`src/rtl/clock_switch_pkg.sv`:
```
// Shared types and helpers for the clock-source sequencer: FSM state encoding,
// channel limit and the sizing rule for the gate/settle wait counter.
package clock_switch_pkg;

    typedef enum logic [1:0] {
        ST_RUN    = 2'd0,
        ST_GATE   = 2'd1,
        ST_SWITCH = 2'd2
    } switch_state_t;

    localparam int MAX_CLKS = 16;

    // The wait counter is loaded with (length - 1) and counts down to zero,
    // so it only needs to hold the longer of the two phases minus one.
    function automatic int wait_cnt_width(input int gate_wait, input int settle);
        int longest;
        longest = (gate_wait > settle) ? gate_wait : settle;
        return (longest > 1) ? $clog2(longest) : 1;
    endfunction

endpackage

```
`src/rtl/clk_presence_mon.sv`:
```
// Per-channel heartbeat presence monitor: synchronise each toggle, count its
// edges over a shared window and publish a presence bit at every window end.
module clk_presence_mon
    import clock_switch_pkg::*;
#(
    parameter int pN_CLKS    = 4,
    parameter int pWINDOW    = 1024,
    parameter int pMIN_EDGES = 4
) (
    input  logic               usb_clk,
    input  logic               reset_n,
    input  logic [pN_CLKS-1:0] heartbeat,
    output logic [pN_CLKS-1:0] present,
    output logic               present_valid
);

    localparam int CNT_W = $clog2(pMIN_EDGES + 1);
    localparam int WIN_W = (pWINDOW > 1) ? $clog2(pWINDOW) : 1;
    localparam logic [WIN_W-1:0] WIN_LAST = WIN_W'(pWINDOW - 1);
    localparam logic [CNT_W-1:0] CNT_SAT  = CNT_W'(pMIN_EDGES);

    logic [pN_CLKS-1:0] sync1_reg;
    logic [pN_CLKS-1:0] sync2_reg;
    logic [pN_CLKS-1:0] sync3_reg;
    logic [pN_CLKS-1:0] edge_seen;
    logic [WIN_W-1:0]   win_cnt_reg;
    logic               win_end;
    logic               present_valid_reg;

    // sync1/sync2 resolve metastability; sync3 holds the previous settled value
    always_ff @(posedge usb_clk or negedge reset_n) begin
        if (!reset_n) begin
            sync1_reg <= '0;
            sync2_reg <= '0;
            sync3_reg <= '0;
        end else begin
            sync1_reg <= heartbeat;
            sync2_reg <= sync1_reg;
            sync3_reg <= sync2_reg;
        end
    end

    assign edge_seen = sync2_reg ^ sync3_reg;
    assign win_end   = (win_cnt_reg == WIN_LAST);

    always_ff @(posedge usb_clk or negedge reset_n) begin
        if (!reset_n) begin
            win_cnt_reg       <= '0;
            present_valid_reg <= 1'b0;
        end else if (win_end) begin
            win_cnt_reg       <= '0;
            present_valid_reg <= 1'b1;
        end else begin
            win_cnt_reg <= win_cnt_reg + WIN_W'(1);
        end
    end

    genvar gi;
    generate
        for (gi = 0; gi < pN_CLKS; gi++) begin : g_chan
            logic [CNT_W-1:0] edge_cnt_reg;
            logic             chan_present_reg;

            // An edge seen on the terminal cycle seeds the next window's count.
            always_ff @(posedge usb_clk or negedge reset_n) begin
                if (!reset_n) begin
                    edge_cnt_reg     <= '0;
                    chan_present_reg <= 1'b0;
                end else if (win_end) begin
                    chan_present_reg <= (edge_cnt_reg >= CNT_SAT);
                    edge_cnt_reg     <= CNT_W'(edge_seen[gi]);
                end else if (edge_seen[gi] && (edge_cnt_reg != CNT_SAT)) begin
                    edge_cnt_reg <= edge_cnt_reg + CNT_W'(1);
                end
            end

            assign present[gi] = chan_present_reg;
        end
    endgenerate

    assign present_valid = present_valid_reg;

endmodule

```
`src/rtl/clock_switch_ctrl.sv`:
```
// Glitch-safe clock-source sequencer: every source change is gated, switched,
// allowed to settle and ungated; optional fallback to source 0 on clock loss.
module clock_switch_ctrl
    import clock_switch_pkg::*;
#(
    parameter int pN_CLKS    = 4,
    parameter int pSEL_W     = $clog2(pN_CLKS),
    parameter int pWINDOW    = 1024,
    parameter int pMIN_EDGES = 4,
    parameter int pGATE_WAIT = 8,
    parameter int pSETTLE    = 64
) (
    input  logic               usb_clk,
    input  logic               reset_n,
    input  logic [pSEL_W-1:0]  I_sel_req,
    input  logic               I_sel_valid,
    input  logic               I_auto_fallback,
    input  logic               I_fault_clr,
    input  logic [pN_CLKS-1:0] I_clk_heartbeat,
    output logic [pSEL_W-1:0]  O_clk_sel,
    output logic               O_clk_en,
    output logic               O_busy,
    output logic [pN_CLKS-1:0] O_clk_present,
    output logic               O_present_valid,
    output logic               O_fault
);

    localparam int WAIT_W = wait_cnt_width(pGATE_WAIT, pSETTLE);
    localparam logic [WAIT_W-1:0] GATE_LOAD   = WAIT_W'(pGATE_WAIT - 1);
    localparam logic [WAIT_W-1:0] SETTLE_LOAD = WAIT_W'(pSETTLE - 1);

    switch_state_t      state_reg, state_next;
    logic [WAIT_W-1:0]  wait_cnt_reg, wait_cnt_next;
    logic [pSEL_W-1:0]  target_reg, target_next;
    logic [pSEL_W-1:0]  clk_sel_reg, clk_sel_next;
    logic               clk_en_reg, clk_en_next;
    logic               busy_reg, busy_next;
    logic               fault_reg, fault_next;
    logic               fault_set;

    logic [pN_CLKS-1:0] clk_present;
    logic               present_valid;
    logic               active_lost;
    logic               fallback_go;
    logic               req_in_range;
    logic               req_present;

    clk_presence_mon #(
        .pN_CLKS    (pN_CLKS),
        .pWINDOW    (pWINDOW),
        .pMIN_EDGES (pMIN_EDGES)
    ) u_presence (
        .usb_clk       (usb_clk),
        .reset_n       (reset_n),
        .heartbeat     (I_clk_heartbeat),
        .present       (clk_present),
        .present_valid (present_valid)
    );

    assign req_in_range = (int'(I_sel_req) < pN_CLKS);
    assign req_present  = req_in_range && clk_present[I_sel_req];

    // Loss of the active source; only actionable if source 0 is itself alive.
    assign active_lost = I_auto_fallback && present_valid &&
                         !clk_present[clk_sel_reg] && (clk_sel_reg != '0);
    assign fallback_go = active_lost && clk_present[0];

    always_ff @(posedge usb_clk or negedge reset_n) begin
        if (!reset_n) begin
            state_reg    <= ST_RUN;
            wait_cnt_reg <= '0;
            target_reg   <= '0;
            clk_sel_reg  <= '0;
            clk_en_reg   <= 1'b1;
            busy_reg     <= 1'b0;
            fault_reg    <= 1'b0;
        end else begin
            state_reg    <= state_next;
            wait_cnt_reg <= wait_cnt_next;
            target_reg   <= target_next;
            clk_sel_reg  <= clk_sel_next;
            clk_en_reg   <= clk_en_next;
            busy_reg     <= busy_next;
            fault_reg    <= fault_next;
        end
    end

    always_comb begin
        state_next    = state_reg;
        wait_cnt_next = wait_cnt_reg;
        target_next   = target_reg;
        fault_set     = 1'b0;
        case (state_reg)
            ST_RUN: begin
                if (active_lost) begin
                    fault_set = 1'b1;
                end
                // Fallback pre-empts any request arriving in the same cycle.
                if (fallback_go) begin
                    target_next   = '0;
                    wait_cnt_next = GATE_LOAD;
                    state_next    = ST_GATE;
                end else if (I_sel_valid) begin
                    if (!req_in_range || !present_valid || !req_present) begin
                        fault_set = 1'b1;
                    end else if (I_sel_req != clk_sel_reg) begin
                        target_next   = I_sel_req;
                        wait_cnt_next = GATE_LOAD;
                        state_next    = ST_GATE;
                    end
                end
            end
            ST_GATE: begin
                if (wait_cnt_reg == '0) begin
                    wait_cnt_next = SETTLE_LOAD;
                    state_next    = ST_SWITCH;
                end else begin
                    wait_cnt_next = wait_cnt_reg - WAIT_W'(1);
                end
            end
            ST_SWITCH: begin
                if (wait_cnt_reg == '0) begin
                    state_next = ST_RUN;
                end else begin
                    wait_cnt_next = wait_cnt_reg - WAIT_W'(1);
                end
            end
            default: begin
                state_next = ST_RUN;
            end
        endcase
    end

    // Outputs are registered from the next state so they line up with it.
    always_comb begin
        clk_en_next  = (state_next == ST_RUN);
        busy_next    = (state_next != ST_RUN);
        clk_sel_next = clk_sel_reg;
        if ((state_reg == ST_GATE) && (state_next == ST_SWITCH)) begin
            clk_sel_next = target_reg;
        end
        fault_next = fault_reg;
        if (I_fault_clr) begin
            fault_next = 1'b0;
        end
        if (fault_set) begin
            fault_next = 1'b1;
        end
    end

    assign O_clk_sel       = clk_sel_reg;
    assign O_clk_en        = clk_en_reg;
    assign O_busy          = busy_reg;
    assign O_clk_present   = clk_present;
    assign O_present_valid = present_valid;
    assign O_fault         = fault_reg;

endmodule

```
`config.mk`:
```
export PLATFORM = sky130hd
export DESIGN_NAME = clock_switch_ctrl
export DESIGN_NICKNAME = d
export VERILOG_FILES = /design/src/rtl/clock_switch_pkg.sv /design/src/rtl/clk_presence_mon.sv /design/src/rtl/clock_switch_ctrl.sv
export SDC_FILE = /design/constraint.sdc
export NUM_CORES = 1
export LEC_CHECK = 0
export CORE_MARGIN = 2
export CORE_UTILIZATION = 40
export CTS_CLUSTER_SIZE = 20
export DETAILED_ROUTE_END_ITERATION = 16
export MAX_ROUTING_LAYER = met4
export PLACE_DENSITY = 0.64
export SLEW_MARGIN = 25
export SYNTH_ARGS = -nofsm -noshare
export SYNTH_HDL_FRONTEND = slang
export SYNTH_SLANG_ARGS = --single-unit
export TNS_END_PERCENT = 50
```
`constraint.sdc`:
```
create_clock -name usb_clk -period 2.3 [get_ports usb_clk]
set_clock_uncertainty 0.15 [all_clocks]
set_input_delay 0.46 -clock usb_clk [delete_from_list [all_inputs] [get_ports usb_clk]]
set_output_delay 0.46 -clock usb_clk [all_outputs]
set_load 0.02 [all_outputs]
```
== Word level (Yosys, flattened, before mapping) ==
Cells that the tools add are included.
W data, S select, Z words.
Storage, ports and cells
  memories: 0
  ROM bits: 0
  memory bits (writable): 0
  output and inout bits: 10
  logic and storage cells: 113
  bits in latches: 0
  bits of input ports: 11
  register bits: 54
Cells by class
  bitwise logic cells: 1
  equal/unequal tests: 14
  shifts and indexed selects: 0
  div/mod/pow operators: 0
  multiplexer cells: 38
  add/subtract/negate cells: 6
  reductions and logical operators: 28
  magnitude comparators: 6
  $mul: 0
Operators with widths (count)
  $mux W6: 6
  $mux W3: 8
  $ne A3 B3 Y1 const B: 7
  $mux W2: 10
  $pmux W6 S3: 1
  $reduce_bool A2 Y1: 9
  $add A3 B1 Y3 const B: 4
  $ge A3 B3 Y1 const B: 4
  $add A10 B1 Y10 const B: 1
  $eq A10 B10 Y1 const B: 1
  $mux W10: 1
  $logic_and A1 B1 Y1: 9
  $mux W1: 9
  $logic_not A6 Y1: 1
  $lt A2 B3 Y1 const B: 2
  $pmux W2 S3: 1
  $sub A6 B1 Y6 const B: 1
  $reduce_and A5 Y1: 1
  $bmux W1 S2: 2
  $eq A2 B2 Y1 const B: 2
  $logic_not A2 Y1: 2
  $ne A2 B2 Y1 const B: 2
  $reduce_and A4 Y1: 1
  $xor A4 B4 Y4: 1
  other kinds (5): 7

== Logic depth before layout (Yosys ltp) ==
  depth in word-level cells: 11
  mapped depth: 9
  gate-level depth less buffers: 8

== Cells and area by module ==
From an unflattened synthesis, not the netlist that was laid out.
Unflattened totals
  cell total of the unflattened synthesis: 267
  area, all modules: 2765.2 um^2
Modules (own cells, without submodules)
  clk_presence_mon: area an instance 1788.0 um^2, seq. area each 975.9 um^2, cells an instance 158, times used 1
  clock_switch_ctrl: area an instance 977.2 um^2, seq. area each 376.6 um^2, cells an instance 109, times used 1

== Worst setup path before layout ==
No wires, ideal clock.
  kind: register -> register
  start point: register wait_cnt_reg[0]
  end point: register clk_sel_reg[0], in the netlist O_clk_sel[0]
  required time: 2025 ps
  slack: 335 ps
  stages on the path, launching flop included: 8
  arrival: 1691 ps
  path buffers: 0
  period minus slack after synthesis: 1965 ps
  library setup time: 125 ps
  cell sequence: dfrtp_1 -> inv_1 -> ha_1 -> nand2b_4 -> or4_4 -> o22ai_1 -> nand4bb_1 -> mux2_2
Between the ends
  cells in the longest elaborated chain, start to end: 5
  elaborated cells on any way between the ends: 6
  classes of those cells: 1 x eq/ne; 3 x mux; 2 x reduce/logical
Ends and longest elaborated chain
  start: declaration: RTL line clock_switch_ctrl.sv:33  | logic [WAIT_W-1:0] wait_cnt_reg, wait_cnt_next;
  start signal: assignment: RTL line clock_switch_ctrl.sv:79  | wait_cnt_reg <= wait_cnt_next;
  $logic_not A6 Y1 (*): RTL line clock_switch_ctrl.sv:114, clock_switch_ctrl.sv:122
  $mux W2, on equally long branches: RTL line clock_switch_ctrl.sv:122, clock_switch_ctrl.sv:114
  $pmux W2 S3 (*): RTL line clock_switch_ctrl.sv:93  | case (state_reg)
  $eq A2 B2 Y1 (*): RTL line clock_switch_ctrl.sv:139  | if ((state_reg == ST_GATE) && (state_next == ST_SWITCH)) begin
  $logic_and A1 B1 Y1 (*): RTL line clock_switch_ctrl.sv:139
  end signal: assignment: RTL line clock_switch_ctrl.sv:81  | clk_sel_reg <= clk_sel_next;
  end: declaration: RTL line clock_switch_ctrl.sv:35  | logic [pSEL_W-1:0] clk_sel_reg, clk_sel_next;
Mark *: on every way between the ends. The rest lies on a longest branch, timed or not.
A chain may end at the register's enable or synchronous reset.

== Worst setup path after layout ==
  start point: register wait_cnt_reg[0]
  end point: register clk_sel_reg[1], in the netlist O_clk_sel[1]
Same word-level chain as after synthesis.

==> impl_metrics.ini <==
[outcome]
status = finished, final reports clean

[final_layout]
fillers = 586
layout_common_cells = sky130_fd_sc_hd__dfrtp_1 (53), sky130_fd_sc_hd__nor2_1 (24), sky130_fd_sc_hd__a21oi_1 (20)
syn2layout_area_growth_pct = 17.6
drive_gt1_frac = 0.119
largest_register_ffs = 12
number_of_nets_in_the_layout = 302
ff_latch_area_sq_um = 1350
layout.cells.most_common = sky130_fd_sc_hd__dfrtp_1
layout.core_utilization = 0.489
multiInputGateArea_sq_um = 1180
antennaDiodeCount = 0

[worst_setup_path]
timing.critical_path.slowest_stage_cell = sky130_fd_sc_hd__or4_4
setup_crit_start_kind = flop
reg2reg_setup_slack_ps = 160
crit_buf_inv = 1
setup.worst_path.class = flop to flop
critical-path-max-stage-delay_ps = 440
data_arrival_time_at_the_worst_slack_endpoint_ps = 2190
critical_path.max_fanout = 5
timing.critical_path.max_delay_family = simple AND/OR/NAND/NOR gates
timing.critical_path.cells = inv_1 > ha_1 > nand2b_4 > or4_4 > o22ai_1 > nand4bb_1 > mux2_2
required_ps = 2350
worstSetupEndpointType = flop

[pwr]
power-per-cell-area_nw_per_um2 = 716
sequentialPowerShare = 0.520
power.switching_fraction = 0.285
design_power_total_mw = 2.22
power_frac_clock = 0.297
total_leakage_power_nw = 1.43
worst_ir_drop_vdd_v = 0.000413
combinationalPowerShare = 0.184
net-switching-power_mw = 0.633
p_int_mw = 1.59

[yosys]
synth_compound_area_frac = 0.155
synth_xor_area_frac = 0.0431
synth_warnings = 0
syn_area_sq_um = 2640
synth-edff-count = 0
adder_and_majority_gate_portion_of_the_synthesized_area = 0.0664
yosys.area_share.simple = 0.152
synth_top_family_by_area = compound AO/OA/AOI/OAI gates
ys_async_sr_fraction = 1.00
synth_top_area_share = 0.502
yosysSeqAreaShare = 0.512
biggest_area_contributors_in_the_synthesized_netlist = sky130_fd_sc_hd__dfrtp_1 (50%), sky130_fd_sc_hd__ha_1 (6.6%), sky130_fd_sc_hd__a21oi_1 (3.8%)
synth_mux_area_frac = 0.0289
synth_top_area_cell = sky130_fd_sc_hd__dfrtp_1
synth-seq-cells = 54
synth_top_flop_cell = sky130_fd_sc_hd__dfrtp_1
average_footprint_of_a_synthesized_cell_sq_um = 10.7
synthesis.nets = 272
yosys.cell_types.count = 44
post_synthesis_instance_total = 247

[drt]
num_vias = 1880
routedWlPerCell_microns = 13.0
postRouteWirelength_mm = 4.61
drtPass1Iterations = 4
ant_nets = 0
number_of_drc_markers_after_the_initial_detailed_route_iteration = 55
drc = 0
viasPerCell = 5.30

[timing]
rsz0062_at_grt = no
max-slew-margin-rel = 0.707
final.min_clock_period_ps = 2140
timing.final.max_slew_violations = 0
report.final.setup_viol = 0
hold_violations = 0
tns_ps = 0
clock.fmax_ghz = 0.467
final_min_period_over_clock_period = 0.930
tightest_slew_ps = 437

[cts]
clock_tree.htree_level_count = 2
clock_sink_count = 54
clock_latency_ps = 310
cts_inserted_buffers = 5
cts_max_path_buffers = 2
tritoncts = yes
clockRootBuffer = sky130_fd_sc_hd__clkbuf_8
post-cts-setup-buffer-count = 0
path_clk_slew_ps = 100

[die]
chipWidth_microns = 85.2
core_area_sq_um = 6350
start_util = 0.416
chipHeight_microns = 85.2
die_area_sq_um = 7270
io_pins = 21
placementRows = 29

[placed_design]
portbufs = 20
detailedPlacementHpwl_mm = 3.38
gp_routability_congestion = 0.774

[grt]
grt_first_pass_wirelength_mm = 8.29
grt_max_degree = 28
grt_use_total = 0.146
grt.overflow.total = 0
antenna_found_initial = 0
number_of_global_route_vias_before_repair = 1828

[worst_hold_path]
worst_hold_path_type = flop to flop

[run]
drv_cap = 0
## through the flow
step           instance area, sq um  cells  setup WS [ps]  hold WS, ps
4_1_cts                        3100    355            175          212
3_5_place_dp                   2970    346           -131          188
2_1_floorplan                  2640    247            335         14.4
3_3_place_gp                   2970    346          -94.7          184
6_report                       3110    355            160          208
5_1_grt                        3110    355           52.9          217
## cells in the mapped netlist, types with 2 or more instances
cell / number
sky130_fd_sc_hd__nand2_1: 17
sky130_fd_sc_hd__o21ai_0: 11
sky130_fd_sc_hd__a31oi_1: 6
sky130_fd_sc_hd__nand4_1: 2
sky130_fd_sc_hd__nor3_1: 5
sky130_fd_sc_hd__a21oi_1: 20
sky130_fd_sc_hd__dfrtp_1: 53
sky130_fd_sc_hd__a221oi_1: 3
sky130_fd_sc_hd__mux2i_1: 2
sky130_fd_sc_hd__nor2_1: 24
sky130_fd_sc_hd__o22ai_1: 4
sky130_fd_sc_hd__nand3_1: 5
sky130_fd_sc_hd__a22o_1: 5
sky130_fd_sc_hd__xnor2_1: 4
sky130_fd_sc_hd__and3_1: 4
sky130_fd_sc_hd__mux2_2: 5
sky130_fd_sc_hd__and4b_1: 4
sky130_fd_sc_hd__buf_4: 5
sky130_fd_sc_hd__ha_1: 14
sky130_fd_sc_hd__xor2_1: 9
sky130_fd_sc_hd__a21o_1: 4
sky130_fd_sc_hd__nand2b_1: 4
sky130_fd_sc_hd__inv_1: 16
## power by group through the flow
stage	Clock, mW	Combinational (mW)	Sequential [mW]
6_report	0.660	0.408	1.16
5_1_grt	0.719	0.502	1.18
4_1_cts	0.685	0.419	1.16
3_5_place_dp	0	0.417	1.18
3_3_place_gp	0	0.396	1.17
2_1_floorplan	0	0.320	1.15
## layer usage
metal  vias up  routed length, microns  GRT usage
li1        936                       -          -
met1       903                    2220      0.194
met2        36                    2160      0.227
met3         5                     157     0.0263
met4         0                      65     0.0476
met5         -                       0          -
## path summary, 6_finish.rpt
kind,start,end,depth (start not counted)
max,wait_cnt_reg[0]$_DFFE_PN0P_,O_clk_sel[1]$_DFFE_PN0P_,7
min,u_presence.sync1_reg[2]$_DFF_PN0_,u_presence.sync2_reg[2]$_DFF_PN0_,0
max reg2reg,wait_cnt_reg[0]$_DFFE_PN0P_,O_clk_sel[1]$_DFFE_PN0P_,7
min reg2reg,u_presence.sync1_reg[2]$_DFF_PN0_,u_presence.sync2_reg[2]$_DFF_PN0_,0
max in group asynchronous,reset_n,u_presence.sync3_reg[1]$_DFF_PN0_,3
min in group asynchronous,reset_n,O_clk_sel[0]$_DFFE_PN0P_,2
## final cells by class
type,count,area share
Inverter,16,0.0193
Clock inverter,3,0.0153
Sequential cell,54,0.436
Timing Repair Buffer,30,0.0959
Clock buffer,5,0.0222
Multi-Input combinational cell,170,0.381
Tap cell,77,0.0310
## repair_timing
action,4_1_cts,5_1_grt
endpoints found under the setup margin,0,1
resized for setup,0,1
hold buffers,1,0
endpoints found under the hold margin,12,0
## logic make-up after synthesis
group,after synthesis
AND/OR/NAND/NOR,75
XOR/XNOR,13
flip-flops,54
multiplexers,7
adder cells (fa/ha/maj),14
AO/OA/AOI/OAI,61
buffers and inverters,23
Power figures use the tool's default switching activity.
